### src/rtl/axis_framer_esc.sv
// Byte-stuffing AXI4-Stream framer: wraps each tlast-delimited packet as
// START [ID] payload STOP, escaping delimiter-valued bytes as ESC, byte^ESC_XOR.
module axis_framer_esc #(
    parameter logic [7:0] START_BYTE = 8'h7D,
    parameter logic [7:0] STOP_BYTE  = 8'h7E,
    parameter logic [7:0] ESC_BYTE   = 8'h7F,
    parameter logic [7:0] ESC_XOR    = 8'h20,
    parameter bit         ESCAPE_EN  = 1'b1,
    parameter bit         ID_EN      = 1'b0,
    parameter int         TID_WIDTH  = 4,
    parameter int         CNT_WIDTH  = 16
) (
    input  logic                 aclk,
    input  logic                 aresetn,
    input  logic                 target_tvalid,
    output logic                 target_tready,
    input  logic [7:0]           target_tdata,
    input  logic                 target_tlast,
    input  logic [TID_WIDTH-1:0] target_tid,
    output logic                 initiator_tvalid,
    input  logic                 initiator_tready,
    output logic [7:0]           initiator_tdata,
    output logic [CNT_WIDTH-1:0] stat_frames,
    output logic [CNT_WIDTH-1:0] stat_escapes,
    output logic [2:0]           o_dbg_state
);

    typedef enum logic [2:0] {
        S_IDLE = 3'd0,
        S_ID   = 3'd1,
        S_DATA = 3'd2,
        S_ESC2 = 3'd3,
        S_STOP = 3'd4
    } state_t;

    state_t               r_state, w_next, r_ret, w_ret_next;
    logic                 r_tvalid, r_is_stop;
    logic [7:0]           r_tdata, r_id, r_hold, w_hold_next, w_byte, w_tid_ext;
    logic [CNT_WIDTH-1:0] r_frames, r_escapes;
    logic                 w_load, w_emit, w_esc, w_stop, w_latch_id, w_set_hold;

    function automatic logic is_special(input logic [7:0] b);
        return ESCAPE_EN && (b == START_BYTE || b == STOP_BYTE || b == ESC_BYTE);
    endfunction

    assign w_load           = !r_tvalid || initiator_tready;
    assign target_tready    = w_load && (r_state == S_DATA);
    assign initiator_tvalid = r_tvalid;
    assign initiator_tdata  = r_tdata;
    assign stat_frames      = r_frames;
    assign stat_escapes     = r_escapes;
    assign o_dbg_state      = r_state;

    always_comb begin
        w_tid_ext = '0;
        w_tid_ext[TID_WIDTH-1:0] = target_tid;
    end

    always_comb begin
        w_next      = r_state;
        w_emit      = 1'b0;
        w_byte      = '0;
        w_esc       = 1'b0;
        w_stop      = 1'b0;
        w_latch_id  = 1'b0;
        w_set_hold  = 1'b0;
        w_hold_next = r_hold;
        w_ret_next  = r_ret;
        if (w_load) begin
            case (r_state)
                S_IDLE: begin
                    // START goes out only once a beat is waiting, so frames are never empty
                    if (target_tvalid) begin
                        w_emit     = 1'b1;
                        w_byte     = START_BYTE;
                        w_latch_id = 1'b1;
                        w_next     = ID_EN ? S_ID : S_DATA;
                    end
                end
                S_ID: begin
                    w_emit = 1'b1;
                    w_next = S_DATA;
                    if (is_special(r_id)) begin
                        w_byte      = ESC_BYTE;
                        w_esc       = 1'b1;
                        w_set_hold  = 1'b1;
                        w_hold_next = r_id ^ ESC_XOR;
                        w_ret_next  = S_DATA;
                        w_next      = S_ESC2;
                    end else begin
                        w_byte = r_id;
                    end
                end
                S_DATA: begin
                    if (target_tvalid) begin
                        w_emit = 1'b1;
                        if (is_special(target_tdata)) begin
                            w_byte      = ESC_BYTE;
                            w_esc       = 1'b1;
                            w_set_hold  = 1'b1;
                            w_hold_next = target_tdata ^ ESC_XOR;
                            w_ret_next  = target_tlast ? S_STOP : S_DATA;
                            w_next      = S_ESC2;
                        end else begin
                            w_byte = target_tdata;
                            w_next = target_tlast ? S_STOP : S_DATA;
                        end
                    end
                end
                S_ESC2: begin
                    w_emit = 1'b1;
                    w_byte = r_hold;
                    w_next = r_ret;
                end
                S_STOP: begin
                    w_emit = 1'b1;
                    w_byte = STOP_BYTE;
                    w_stop = 1'b1;
                    w_next = S_IDLE;
                end
                default: w_next = S_IDLE;
            endcase
        end
    end

    always_ff @(posedge aclk or negedge aresetn) begin
        if (!aresetn) begin
            r_state   <= S_IDLE;
            r_ret     <= S_DATA;
            r_tvalid  <= 1'b0;
            r_is_stop <= 1'b0;
            r_tdata   <= '0;
            r_id      <= '0;
            r_hold    <= '0;
            r_frames  <= '0;
            r_escapes <= '0;
        end else begin
            r_state <= w_next;
            if (w_latch_id) r_id <= w_tid_ext;
            if (w_set_hold) begin
                r_hold <= w_hold_next;
                r_ret  <= w_ret_next;
            end
            if (w_load) begin
                r_tvalid  <= w_emit;
                r_is_stop <= w_stop;
                if (w_emit) r_tdata <= w_byte;
            end
            // A raw 7E payload byte (ESCAPE_EN=0) is not a frame end, hence the tag
            if (r_tvalid && initiator_tready && r_is_stop) r_frames <= r_frames + 1'b1;
            if (w_load && w_esc) r_escapes <= r_escapes + 1'b1;
        end
    end

endmodule

### config.mk
export PLATFORM = sky130hd
export DESIGN_NAME = axis_framer_esc
export DESIGN_NICKNAME = d
export VERILOG_FILES = /design/src/rtl/axis_framer_esc.sv
export SDC_FILE = /design/constraint.sdc
export NUM_CORES = 1
export LEC_CHECK = 0
export CORE_ASPECT_RATIO = 0.75
export CORE_MARGIN = 3
export CORE_UTILIZATION = 30
export CTS_BUF_LIST = sky130_fd_sc_hd__clkbuf_4 sky130_fd_sc_hd__clkbuf_8
export CTS_CLUSTER_DIAMETER = 60
export DETAILED_ROUTE_END_ITERATION = 10
export PLACE_DENSITY = 0.55
export SLEW_MARGIN = 40
export SYNTH_ARGS = -nofsm -noshare
export SYNTH_HDL_FRONTEND = slang
export SYNTH_SLANG_ARGS = --single-unit
export TNS_END_PERCENT = 20
### constraint.sdc
create_clock -name aclk -period 2.13 [get_ports aclk]
set_input_delay 0.426 -clock aclk [delete_from_list [all_inputs] [get_ports aclk]]
set_output_delay 0.426 -clock aclk [all_outputs]
set_load 0.05 [all_outputs]
==> results of run 1 <==
logic make-up after synthesis:
family          count (synthesis)
simple gates                  103
flops                          59
fa+ha+maj                       2
xor+xnor                       30
mux                            14
buf+inv                        15
compound gates                 31
state kept, by name, indices dropped and copies added, names as in the netlist:
| name | flops |
|---|---|
| stat_escapes | 16 |
| stat_frames | 16 |
| initiator_tdata | 8 |
| r_hold | 8 |
| r_id | 4 |
| o_dbg_state | 3 |
| r_ret | 2 |
| initiator_tvalid | 1 |
| r_is_stop | 1 |
worst register-to-register path, stage by stage (launching register included):
cell	delay, ns
dfrtp_1	0.52
and4bb_1	0.54
nand3_2	0.26
mux2_1	0.36
Yosys cell counts, types with 3 or more instances:
master    number
nor4_2         5
nor4_1         3
dfrtp_1       58
or3_1          3
a31oi_1        3
nor2_1        21
nand4_1        6
nand2_1       17
mux2_2        10
xor2_1        18
nand2b_1       5
nand3_1       13
nor3_1        10
and3_1         4
a22oi_1        5
o21ai_0        6
inv_1          6
xnor2_1       12
buf_2          3
a21oi_1       10
layer usage:
layer / vias up / global-route usage, %
met1: 1021 / 19.5
li1: 1064 / -
met3: 12 / 4.91
met5: - / 0
met2: 64 / 19.8
met4: 0 / 6.15
final cells by class:
class | count | area share [%]
Clock buffer | 14 | 4.31
Sequential cell | 59 | 38.0
Clock inverter | 2 | 0.901
Multi-Input combinational cell | 180 | 32.7
Timing Repair Buffer | 78 | 19.4
Tap cell | 128 | 4.12
Inverter | 6 | 0.579
power groups by stage:
stage / Clock, W / Sequential (W) / Combinational [W]
after detailed placement: 0 / 0.00148 / 0.00148
after global placement: 0 / 0.00147 / 0.00148
final: 0.00106 / 0.00146 / 0.00147
after global routing: 0.00114 / 0.00148 / 0.00159
after floorplan: 0 / 0.00188 / 0.000537
after CTS: 0.00110 / 0.00146 / 0.00149
worst max-delay path by stage:
stage	start	end	slack (ns)	cells past startpoint
2_1_floorplan	o_dbg_state[0]	target_tready	0.18	4
3_3_place_gp	target_tdata[4]	stat_escapes[12]	-0.03	6
3_5_place_dp	initiator_tready	target_tready	-0.01	4
4_1_cts	stat_frames[4]	stat_frames[4]	0.02	1
5_1_grt	stat_escapes[2]	stat_escapes[2]	0.002	1
6_report	stat_escapes[2]	stat_escapes[2]	0.07	1
timing repair:
| item | 4_1_cts | 5_1_grt |
|---|---|---|
| resized for setup | 1 | 2 |
| setup endpoints to repair | 1 | 2 |
| hold buffers | 0 | 0 |
| pin swaps | 0 | 0 |
stage by stage:
stage | power, W | instance area, um^2
2_1_floorplan | 0.00242 | 2830
3_3_place_gp | 0.00295 | 3680
3_5_place_dp | 0.00296 | 3680
4_1_cts | 0.00405 | 3880
5_1_grt | 0.00421 | 3890
6_report | 0.00398 | 3890
==> flow_metrics.py, run 1 <==
metrics = {
    "outcome": {
        "status": "finished, final reports clean",
    },
    "setup_path": {
        "crit_type": "flip-flop to output pin",
        "cp_max_fo": 6,
        "worstSetupEndpointType": "output pin",
        "cp_top_family": "buffers and inverters",
        "start_kind": "flip-flop",
        "cp_cell_sequence": "clkdlybuf4s50_1",
        "worstReg2RegStart": "o_dbg_state[0]",
        "reg2reg_slack_ns": 0.32,
        "slowest_stage": "clkdlybuf4s50_1",
        "cp_slowest_stage_delay_ns": 0.84,
        "r2r-end": "r_hold[1]",
        "critPathArrivalTime_ns": 1.64,
        "path_buf_inv": 1,
        "r2r_cells": 3,
        "worstPathRequired_ns": 1.70,
    },
    "drt": {
        "drc": 0,
        "dr_wl_met2_um": 2860,
        "ant_nets": 0,
        "top_layer": "met4",
        "post_drt_wl_per_cell_um": 14.7,
        "vias": 2161,
        "wl_met1_um": 3470,
        "totalWireLength_um": 6850,
        "drtIter0Drc": 202,
        "routed-wl-met3_um": 383,
        "via_per_inst": 4.63,
        "drt_pass1_iterations": 4,
    },
    "power_and_ir_drop": {
        "pwr-share-clk_pct": 26.6,
        "power.internal_w": 0.00249,
        "p_sw_w": 0.00149,
        "power_frac_comb_pct": 36.9,
        "p_leak_nw": 1.78,
        "power.density_nw_per_um2": 1020,
        "irDropWorstVdd_v": 0.000559,
        "seq_power_share_pct": 36.5,
        "swShare_pct": 37.5,
    },
    "clock_tree": {
        "cts_root_buf": "clkbuf_8",
        "cts_max_level": 3,
        "cts_sinks": 59,
        "cts_inserted_buffers": 9,
        "post_cts_buffers": 0,
        "clk_latency_ns": 0.34,
        "cts_tree": "built",
        "clk_pin_slew_worst_paths_ns": 0.07,
        "cts_max_path_buffers": 2,
    },
    "die": {
        "initial_core_util_pct": 31.0,
        "core_um2": 9120,
        "die_area_um2": 10600,
        "rows": 30,
        "die_y_um": 90.1,
        "io_pins": 62,
        "die_w_um": 118,
    },
    "run": {
        "cap_violations": 0,
    },
    "timing": {
        "worst_pin_slew_ns": 0.548,
        "slew_headroom_pct": 63.4,
        "setup_violations": 0,
        "min_period_ns": 2.06,
        "layout_setup_ws_ns": 0.0681,
        "period_share_pct": 96.8,
        "final.setup.tns_ns": 0,
        "whs_ns": 0.0605,
        "rsz0062_at_grt": "false",
        "hold_viol": 0,
        "drv_slew": 0,
        "fmax_ghz": 0.485,
        "clock_skew_ns": 0.00738,
    },
    "layout": {
        "synthToLayoutAreaGrowth_pct": 37.5,
        "nNetsFinal": 353,
        "fillers": 859,
        "final_cell_mix": "dfrtp_1 (58), clkdlybuf4s50_1 (54), nor2_1 (20)",
        "layout.cells.non_filler": 467,
        "final_common_cell": "dfrtp_1",
        "n_antenna_cell": 0,
        "ff_latch_area_um2": 1480,
        "multi_input_area_um2": 1270,
        "finish.utilization_pct": 42.6,
        "drive_gt1_share_pct": 18.9,
    },
    "logic_synthesis": {
        "synth.avg_cell_area_um2": 11.1,
        "synth_area_um2": 2830,
        "synthFlopType": "dfrtp_1",
        "ys_ff_latch": 59,
        "synth_compound_area_share_pct": 6.95,
        "synth_top_area_cell": "dfrtp_1",
        "synthMuxAreaShare_pct": 5.49,
        "ys_seq_area_share_pct": 52.3,
        "yosys-top-cells-area": "dfrtp_1 (51%), xor2_1 (5.6%), mux2_2 (4.0%)",
        "synth_edf_count": 0,
        "ys_warn_count": 0,
        "synth_cell_types": 47,
        "synth-adder-area-share_pct": 0.885,
        "synth-simple-area-share_pct": 22.2,
        "synth_cells": 254,
        "synth_top_area_share_pct": 51.4,
        "synth_nets": 273,
        "synth_xor_area_share_pct": 9.30,
        "synth_top_family_by_area": "simple AND/OR/NAND/NOR gates",
        "synthArstFlopShare_pct": 100,
    },
    "grt": {
        "grt_overflow_total": 0,
        "antenna_found_initial": 0,
        "grt_usage_pct": 14.1,
        "grt_max_degree": 60,
        "grt_pass1_wl_um": 11900,
        "grt_pass1_vias": 2260,
    },
    "placed_design": {
        "dp_slack_ns": -0.0121,
        "placed_cells": 451,
        "hpwl_um": 5110,
        "gp_congestion": 0.874,
        "io_buffer_count": 61,
    },
    "hold_path": {
        "hp-class": "primary input to async pin",
    },
}
Power figures use the tool's default switching activity.
==> run 2, diff against run 1 <==
==> constraint.sdc (replaced) <==
create_clock -name aclk -period 2.3 [get_ports aclk]
set_input_delay 0.46 -clock aclk [delete_from_list [all_inputs] [get_ports aclk]]
set_output_delay 0.46 -clock aclk [all_outputs]
set_load 0.05 [all_outputs]
==> flow_metrics.py, run 2 (synthesis results as in run 1) <==
metrics = {
    "outcome": {
        "status": "finished, final reports clean",
    },
    "drt": {
        "ant_nets": 0,
        "drc": 0,
        "vias": 2205,
        "drtIter0Drc": 170,
        "post_drt_wl_per_cell_um": 14.9,
        "drt_pass1_iterations": 4,
        "totalWireLength_um": 6890,
        "via_per_inst": 4.75,
    },
    "timing": {
        "slew_headroom_pct": 62.3,
        "final.setup.tns_ns": 0,
        "fmax_ghz": 0.475,
        "period_share_pct": 91.5,
        "drv_slew": 0,
        "setup_violations": 0,
        "min_period_ns": 2.11,
        "clock_skew_ns": 0.00816,
        "rsz0062_at_grt": "false",
        "whs_ns": 0.0873,
        "hold_viol": 0,
        "worst_pin_slew_ns": 0.564,
    },
    "die": {
        "die_w_um": 118,
        "initial_core_util_pct": 31.0,
        "rows": 30,
        "core_um2": 9120,
        "io_pins": 62,
        "die_area_um2": 10600,
        "die_y_um": 90.1,
    },
    "setup_path": {
        "r2r_cells": 3,
        "path_buf_inv": 1,
        "cp_cell_sequence": "clkdlybuf4s50_1",
        "cp_max_fo": 6,
        "reg2reg_slack_ns": 0.37,
        "critPathArrivalTime_ns": 1.65,
        "worstPathRequired_ns": 1.84,
        "crit_type": "flip-flop to output pin",
        "slowest_stage": "clkdlybuf4s50_1",
        "cp_slowest_stage_delay_ns": 0.86,
        "worstSetupEndpointType": "output pin",
        "cp_top_family": "buffers and inverters",
        "start_kind": "flip-flop",
        "worstReg2RegStart": "o_dbg_state[2]",
        "r2r-end": "r_hold[1]",
    },
    "clock_tree": {
        "cts_max_level": 3,
        "cts_inserted_buffers": 9,
        "cts_root_buf": "clkbuf_8",
        "post_cts_buffers": 0,
        "post_cts_resize_count": 1,
        "cts_max_path_buffers": 2,
        "cts_tree": "built",
        "cts_sinks": 59,
        "clk_latency_ns": 0.34,
        "ctsHoldBuffers": 0,
        "clk_pin_slew_worst_paths_ns": 0.07,
    },
    "layout": {
        "final_cell_mix": "dfrtp_1 (58), clkdlybuf4s50_1 (57), nor2_1 (21)",
        "n_antenna_cell": 0,
        "drive_gt1_share_pct": 17.0,
        "final_common_cell": "dfrtp_1",
        "ff_latch_area_um2": 1480,
        "multi_input_area_um2": 1270,
        "nNetsFinal": 350,
        "synthToLayoutAreaGrowth_pct": 35.9,
        "fillers": 908,
    },
    "grt": {
        "grt_max_degree": 27,
        "antenna_found_initial": 0,
        "grt_pass1_vias": 2209,
        "grt_usage_pct": 13.9,
        "grt_overflow_total": 0,
        "grt_pass1_wl_um": 11700,
    },
    "power_and_ir_drop": {
        "power.density_nw_per_um2": 951,
        "irDropWorstVdd_v": 0.000312,
        "p_leak_nw": 1.72,
    },
    "run": {
        "cap_violations": 0,
    },
    "placed_design": {
        "io_buffer_count": 61,
        "hpwl_um": 5210,
        "gp_congestion": 0.834,
    },
    "hold_path": {
        "hp-class": "primary input to async pin",
    },
}
-- run 2: cell types whose count changed in the layout (fill, tap and decap cells not counted), sizes merged --
| cell | before | now |
|---|---|---|
| buf | 22 | 17 |
| clkbuf | 14 | 11 |
| clkdlybuf4s50 | 54 | 57 |
| clkinv | 1 | 3 |
| clkinvlp | 0 | 1 |
| dlygate4sd2 | 0 | 1 |
| dlymetal6s2s | 2 | 0 |
-- run 2: through the flow --
step	utilization, %	setup slack [ns]	cell area (um^2)	std cells	total power, W
after floorplan	-	0.101	2830	254	0.00223
final	42.1	0.195	3840	464	0.00365
after detailed placement	40.0	0.0450	3640	448	0.00273
after CTS	42.1	0.180	3840	464	0.00368
after global routing	42.1	0.0764	3840	464	0.00386
after global placement	40.0	0.0702	3640	448	0.00272
-- run 2: worst max path at each step --
stage | from | endpoint | cells after the start
6_report | stat_escapes[2] | stat_escapes[2] | 1
5_1_grt | o_dbg_state[2] | target_tready | 4
4_1_cts | stat_escapes[2] | stat_escapes[2] | 1
3_5_place_dp | target_tdata[0] | stat_escapes[14] | 5
3_3_place_gp | target_tdata[0] | stat_escapes[8] | 5
2_1_floorplan | o_dbg_state[0] | target_tready | 4
-- run 2: cell type report --
| class | instances | area share [%] |
|---|---|---|
| flip-flops and latches | 59 | 38.5 |
| inverters | 6 | 0.586 |
| well taps | 128 | 4.17 |
| repair buffers | 75 | 18.7 |
| clock buffers | 11 | 3.78 |
| multi-input cells | 180 | 33.0 |
| clock inverters | 5 | 1.37 |
-- run 2: where the power goes --
part           total (W)  internal (W)  switching, W
Combinational    0.00136      0.000503      0.000853
Clock           0.000949      0.000536      0.000413
Sequential       0.00135       0.00121      0.000135
Total            0.00365       0.00225       0.00140
-- run 2: layer usage --
metal	routed length, um	global-route usage [%]	vias up
li1	-	-	1056
met1	3290	18.7	1065
met2	3080	21.0	69
met3	367	4.59	15
met4	155	5.07	0
met5	0	0	-
==> variant 1: new RTL, settings of run 2 <==
`STOP_BYTE`: 8'h7E -> 8'h40.
--- a/src/rtl/axis_framer_esc.sv
+++ b/src/rtl/axis_framer_esc.sv
@@ -2,7 +2,7 @@
 // START [ID] payload STOP, escaping delimiter-valued bytes as ESC, byte^ESC_XOR.
 module axis_framer_esc #(
     parameter logic [7:0] START_BYTE = 8'h7D,
-    parameter logic [7:0] STOP_BYTE  = 8'h7E,
+    parameter logic [7:0] STOP_BYTE  = 8'h40,
     parameter logic [7:0] ESC_BYTE   = 8'h7F,
     parameter logic [7:0] ESC_XOR    = 8'h20,
     parameter bit         ESCAPE_EN  = 1'b1,
Check against the original RTL: not equivalent (Yosys sat finds a counterexample within 4 cycles, from zero or initial values and one cycle with aresetn low).
==> variant 1 against run 2 <==
Power is 4.5% lower. Combinational power is 7% lower. Core utilization is 0.82 points higher. Area after synthesis is 5.1% higher. Worst setup slack worse by 0.025 ns. Sequential cell count stayed put. Global-route usage is 0.39 points lower. First-iteration DRC count is 34% lower. Register-to-register slack better by 0.04 ns. Critical path type unchanged. Final area is 4.5% higher. Largest cell class unchanged. Wire length is 1.9% higher.
==> variant 1: results (changes against run 2) <==
[cells_and_area]
inverters=7  ; +1
multi_input_area_share_pct=34.42  ; +1.5 points
bufAreaShareNonClock_pct=19.52  ; +0.86 points
clockBufferCount=14  ; +3
buffers=81  ; +8.0%
sh_seq_area_pct=36.83  ; -1.6 points
clock_tree_area_fraction_pct=4.584  ; -0.56 points
seq_cell_count=59  ; unchanged
drive_above_1_share_pct=19.13  ; +2.2 points
layout.nets=359  ; +2.6%
fin_cells=473  ; +1.9%
design_area_mm2=0.004013  ; +4.5%
multi_input_cells=182  ; +1.1%
fillers=891  ; -1.9%

[synth]
synth_cell_types=56  ; +19%
synth_top_area_share_pct=48.84  ; -2.5 points
postSynthAreaPerCell_um2=11.34  ; +1.9%
synthTopCellsByCount=dfrtp_1, nand2_1, xor2_1
synth_compound_area_share_pct=12.67  ; +5.7 points
seq_area_frac_synth_pct=49.73  ; -2.6 points
ys_top_cells_by_area=dfrtp_1, xor2_1, mux2_2
synthMuxAreaShare_pct=7.326  ; +1.8 points
synth-xor-area-share_pct=8.842  ; -0.45 points
synth_fa_ha_area_share_pct=0.8421  ; -0.043 points
netlist_area_mm2=0.002972  ; +5.1%
postSynth.asyncResetShare_pct=100.0  ; unchanged
syn-num-nets=281  ; +2.9%

[power_and_ir_drop]
powerComb_mw=1.26  ; -7%
p_comb_share_pct=36.0  ; -1.1 points
power.leakage_nw=1.805  ; +5.1%
clk-power_uw=883  ; -7.0%
peakVddDrop_uv=519.3  ; +67%
sw_frac_of_total_pct=37.19  ; -1.2 points

[place]
post-place-ws_ns=-0.00005951  ; -0.04508 ns
dp_hpwl_um=5161  ; -0.94%
gp_congestion=0.7873  ; -5.6%
dp.cells=457  ; +2.0%
post_dp_cell_area_mm2=0.003829  ; +5.0%

[clocking]
cts_resized=0  ; -1
path_clk_slew_ns=0.06
clock_latency_ns=0.34  ; about the same
htree_levels=3  ; unchanged
cts_setup_buffers=0  ; unchanged

[routing]
routed_wl_um=7022  ; +1.9%
drt_iter0_markers=113  ; -34%
drt_pre_antenna_iters=4  ; unchanged
viasPerCell=4.770  ; +0.37%

[min_path]
hold_path_class=input port to async pin

[status]
outcome=complete, no violations

[global_route]
grt_pass1_wl_um=11770  ; +0.83%
grt_usage_pct=13.54  ; -0.39 points
grt_max_degree=39  ; +44%

[setup_path]
worstPathMaxFanout=4  ; -2
cp.arrival_ns=1.67  ; +0.02 ns
crit_path_max_incr_delay_ns=0.85

[sta]
fin_skew_ns=0.007499  ; -0.0006564 ns
slew_headroom_pct=62.95  ; +0.69 points

variant 1: worst reg2reg max path, cell delays in order, from the launching register on:
cell and delay [ns]:
dfrtp_1 0.57, or3b_1 0.52, a21oi_4 0.33, mux2_2 0.37
variant 1: routing by layer:
layer	global-route usage, %	wire, um	part of all wire (%)
met4	4.434	90	1.3
met1	19.31	3562	51
met5	0	0	0
met2	18.45	2991	43
met3	5.425	379	5.4
variant 1: final timing paths:
check | slack [ns] | startpoint | to
worst min register to register | 0.47 | stat_frames[15] | stat_frames[15]
worst max register to register | 0.41 | o_dbg_state[2] | initiator_tdata[7]
max in group asynchronous | 1.55 | aresetn | r_ret[1]
worst max-delay path | 0.17 | stat_escapes[2] | stat_escapes[2]
worst min-delay path | 0.10 | aresetn | o_dbg_state[0]
min in group aclk | 0.47 | stat_frames[15] | stat_frames[15]
variant 1: cell families after synthesis:
kind of cell | Yosys count
simple gates | 86
buf+inv | 21
flops | 59
mux | 19
xor+xnor | 30
compound gates | 45
fa+ha+maj | 2
==> variant 2: new RTL, flow settings as in run 2 <==
Without the edit above. Reset style: synchronous (`aresetn`), changed in one clocked block.
--- a/src/rtl/axis_framer_esc.sv
+++ b/src/rtl/axis_framer_esc.sv
@@ -123,7 +123,7 @@
         end
     end
 
-    always_ff @(posedge aclk or negedge aresetn) begin
+    always_ff @(posedge aclk) begin
         if (!aresetn) begin
             r_state   <= S_IDLE;
             r_ret     <= S_DATA;
Check against the original RTL: differs if aresetn is asserted again (counterexample within 4 cycles, from zero or initial values and one cycle with aresetn low); with aresetn held inactive, the same outputs for 10 cycles.
==> variant 2 against run 2 <==
Final area is 1.8% higher. Area after synthesis is 0.53% lower. Sequential cell count unchanged. Worst hold slack improved by 0.39 ns. Fmax fell by 1.6%. Synthesized cell count up 31%. Wire length is 20% higher. Worst setup slack worse by 0.035 ns. Critical endpoint is now target_tready.
Power is not compared: it rests on default switching activity, and its combinational part moved more than twofold at a synthesized area within 25%.
==> variant 2: results (changes against run 2) <==
[routing]
drt_pre_antenna_iters=4  ; unchanged
wl_met3_um=467  ; +27%
top_layer=met4
avgRoutedWirePerCell_um=15.40  ; +3.7%
drcViolationCount=0  ; unchanged
wl_met1_um=4167  ; +27%
drt_iter0_markers=219  ; +29%
viasPerCell=5.199  ; +9.4%
wl_met2_um=3568  ; +16%

[place]
gp_congestion=0.8134  ; -2.5%
io_buffers=61  ; unchanged
dp.cells=523  ; +17%
dp_hpwl_um=5918  ; +14%
post-place-ws_ns=0.04708  ; +0.002057 ns
post_dp_cell_area_mm2=0.003696  ; +1.4%

[sta]
fin_crit_sh_pct=93.04  ; +1.5 points
slew_headroom_pct=65.28  ; +3.0 points
fin_skew_ns=0.007577  ; -0.0005781 ns

[clocking]
cts_root_buf=clkbuf_8
cts_hold_buf=0  ; unchanged
clock_path_buffers=2  ; unchanged
cts_setup_buffers=0  ; unchanged
htree_levels=3  ; unchanged
path_clk_slew_ns=0.07  ; about the same
cts_resized=1  ; unchanged
clock_latency_ns=0.34  ; about the same

[status]
outcome=complete, no violations

[global_route]
grtUsageMet1_pct=23.23  ; +4.5 points
grt_usage_pct=15.86  ; +1.9 points
grt_use_met3_pct=4.329  ; -0.26 points
first_global_vias=2708  ; +23%
grt_use_met2_pct=22.48  ; +1.5 points
grt_pass1_wl_um=13860  ; +19%

[synth]
syn-num-nets=353  ; +29%
postSynth.asyncResetShare_pct=0  ; -100 points
synth_cell_types=43  ; -8.5%
yosys_warnings=0  ; unchanged
synth_cells=334  ; +31%
seq_area_frac_synth_pct=42.01  ; -10 points
synthTopCellsByCount=dfxtp_1, a21oi_1, nor2_1
ys_top_cells_by_area=dfxtp_1, a21oi_1, o21ai_0

[setup_path]
r2r_cells=5  ; +2
cp_slowest_cell=clkdlybuf4s50_1
worstPathMaxFanout=5  ; -1
crit_path_max_incr_delay_ns=0.55  ; -0.31 ns
cp.arrival_ns=1.68  ; +0.03 ns

[cells_and_area]
layout.nets=429  ; +23%
fin_cells=539  ; +16%
diodes=0  ; unchanged
drive_above_1_share_pct=12.77  ; -4.2 points

[power_and_ir_drop]
total_power_mw=2.350
p_switching_uw=609.4
peakVddDrop_uv=365.8
power.leakage_nw=1.367
p_comb_share_pct=12.1
power-top-group=sequential cells

[min_path]
hold_path_class=flip-flop to flip-flop

-- variant 2: area by class of cell --
cell class	instances	area [um^2]
Inverter	5	18.77
Clock buffer	12	165.2
Clock inverter	4	47.55
Fill cell	897	4872
Tap cell	124	155.1
Multi-Input combinational cell	247	1523
Sequential cell	59	1182
Timing Repair Buffer	88	817.0
-- variant 2: worst paths after layout --
| path | slack (ns) | from | endpoint |
|---|---|---|---|
| worst min-delay path | 0.47 | stat_escapes[15] | stat_escapes[15] |
| worst min register to register | 0.47 | stat_escapes[15] | stat_escapes[15] |
| worst max-delay path | 0.16 | initiator_tready | target_tready |
| worst max register to register | 0.55 | o_dbg_state[1] | stat_escapes[8] |
-- variant 2: cells by family after synthesis --
family	Yosys count	synth area share (%)
fa+ha+maj	2	0.8899
compound gates	88	18.74
buf+inv	28	4.361
flops	59	42.01
xor+xnor	10	3.115
mux	9	3.204
simple gates	138	27.68
-- variant 2: worst min-delay path, stage by stage (launching register included) --
cell     delay, ns
dfxtp_1       0.32
nand2_1       0.05
mux2i_1       0.05
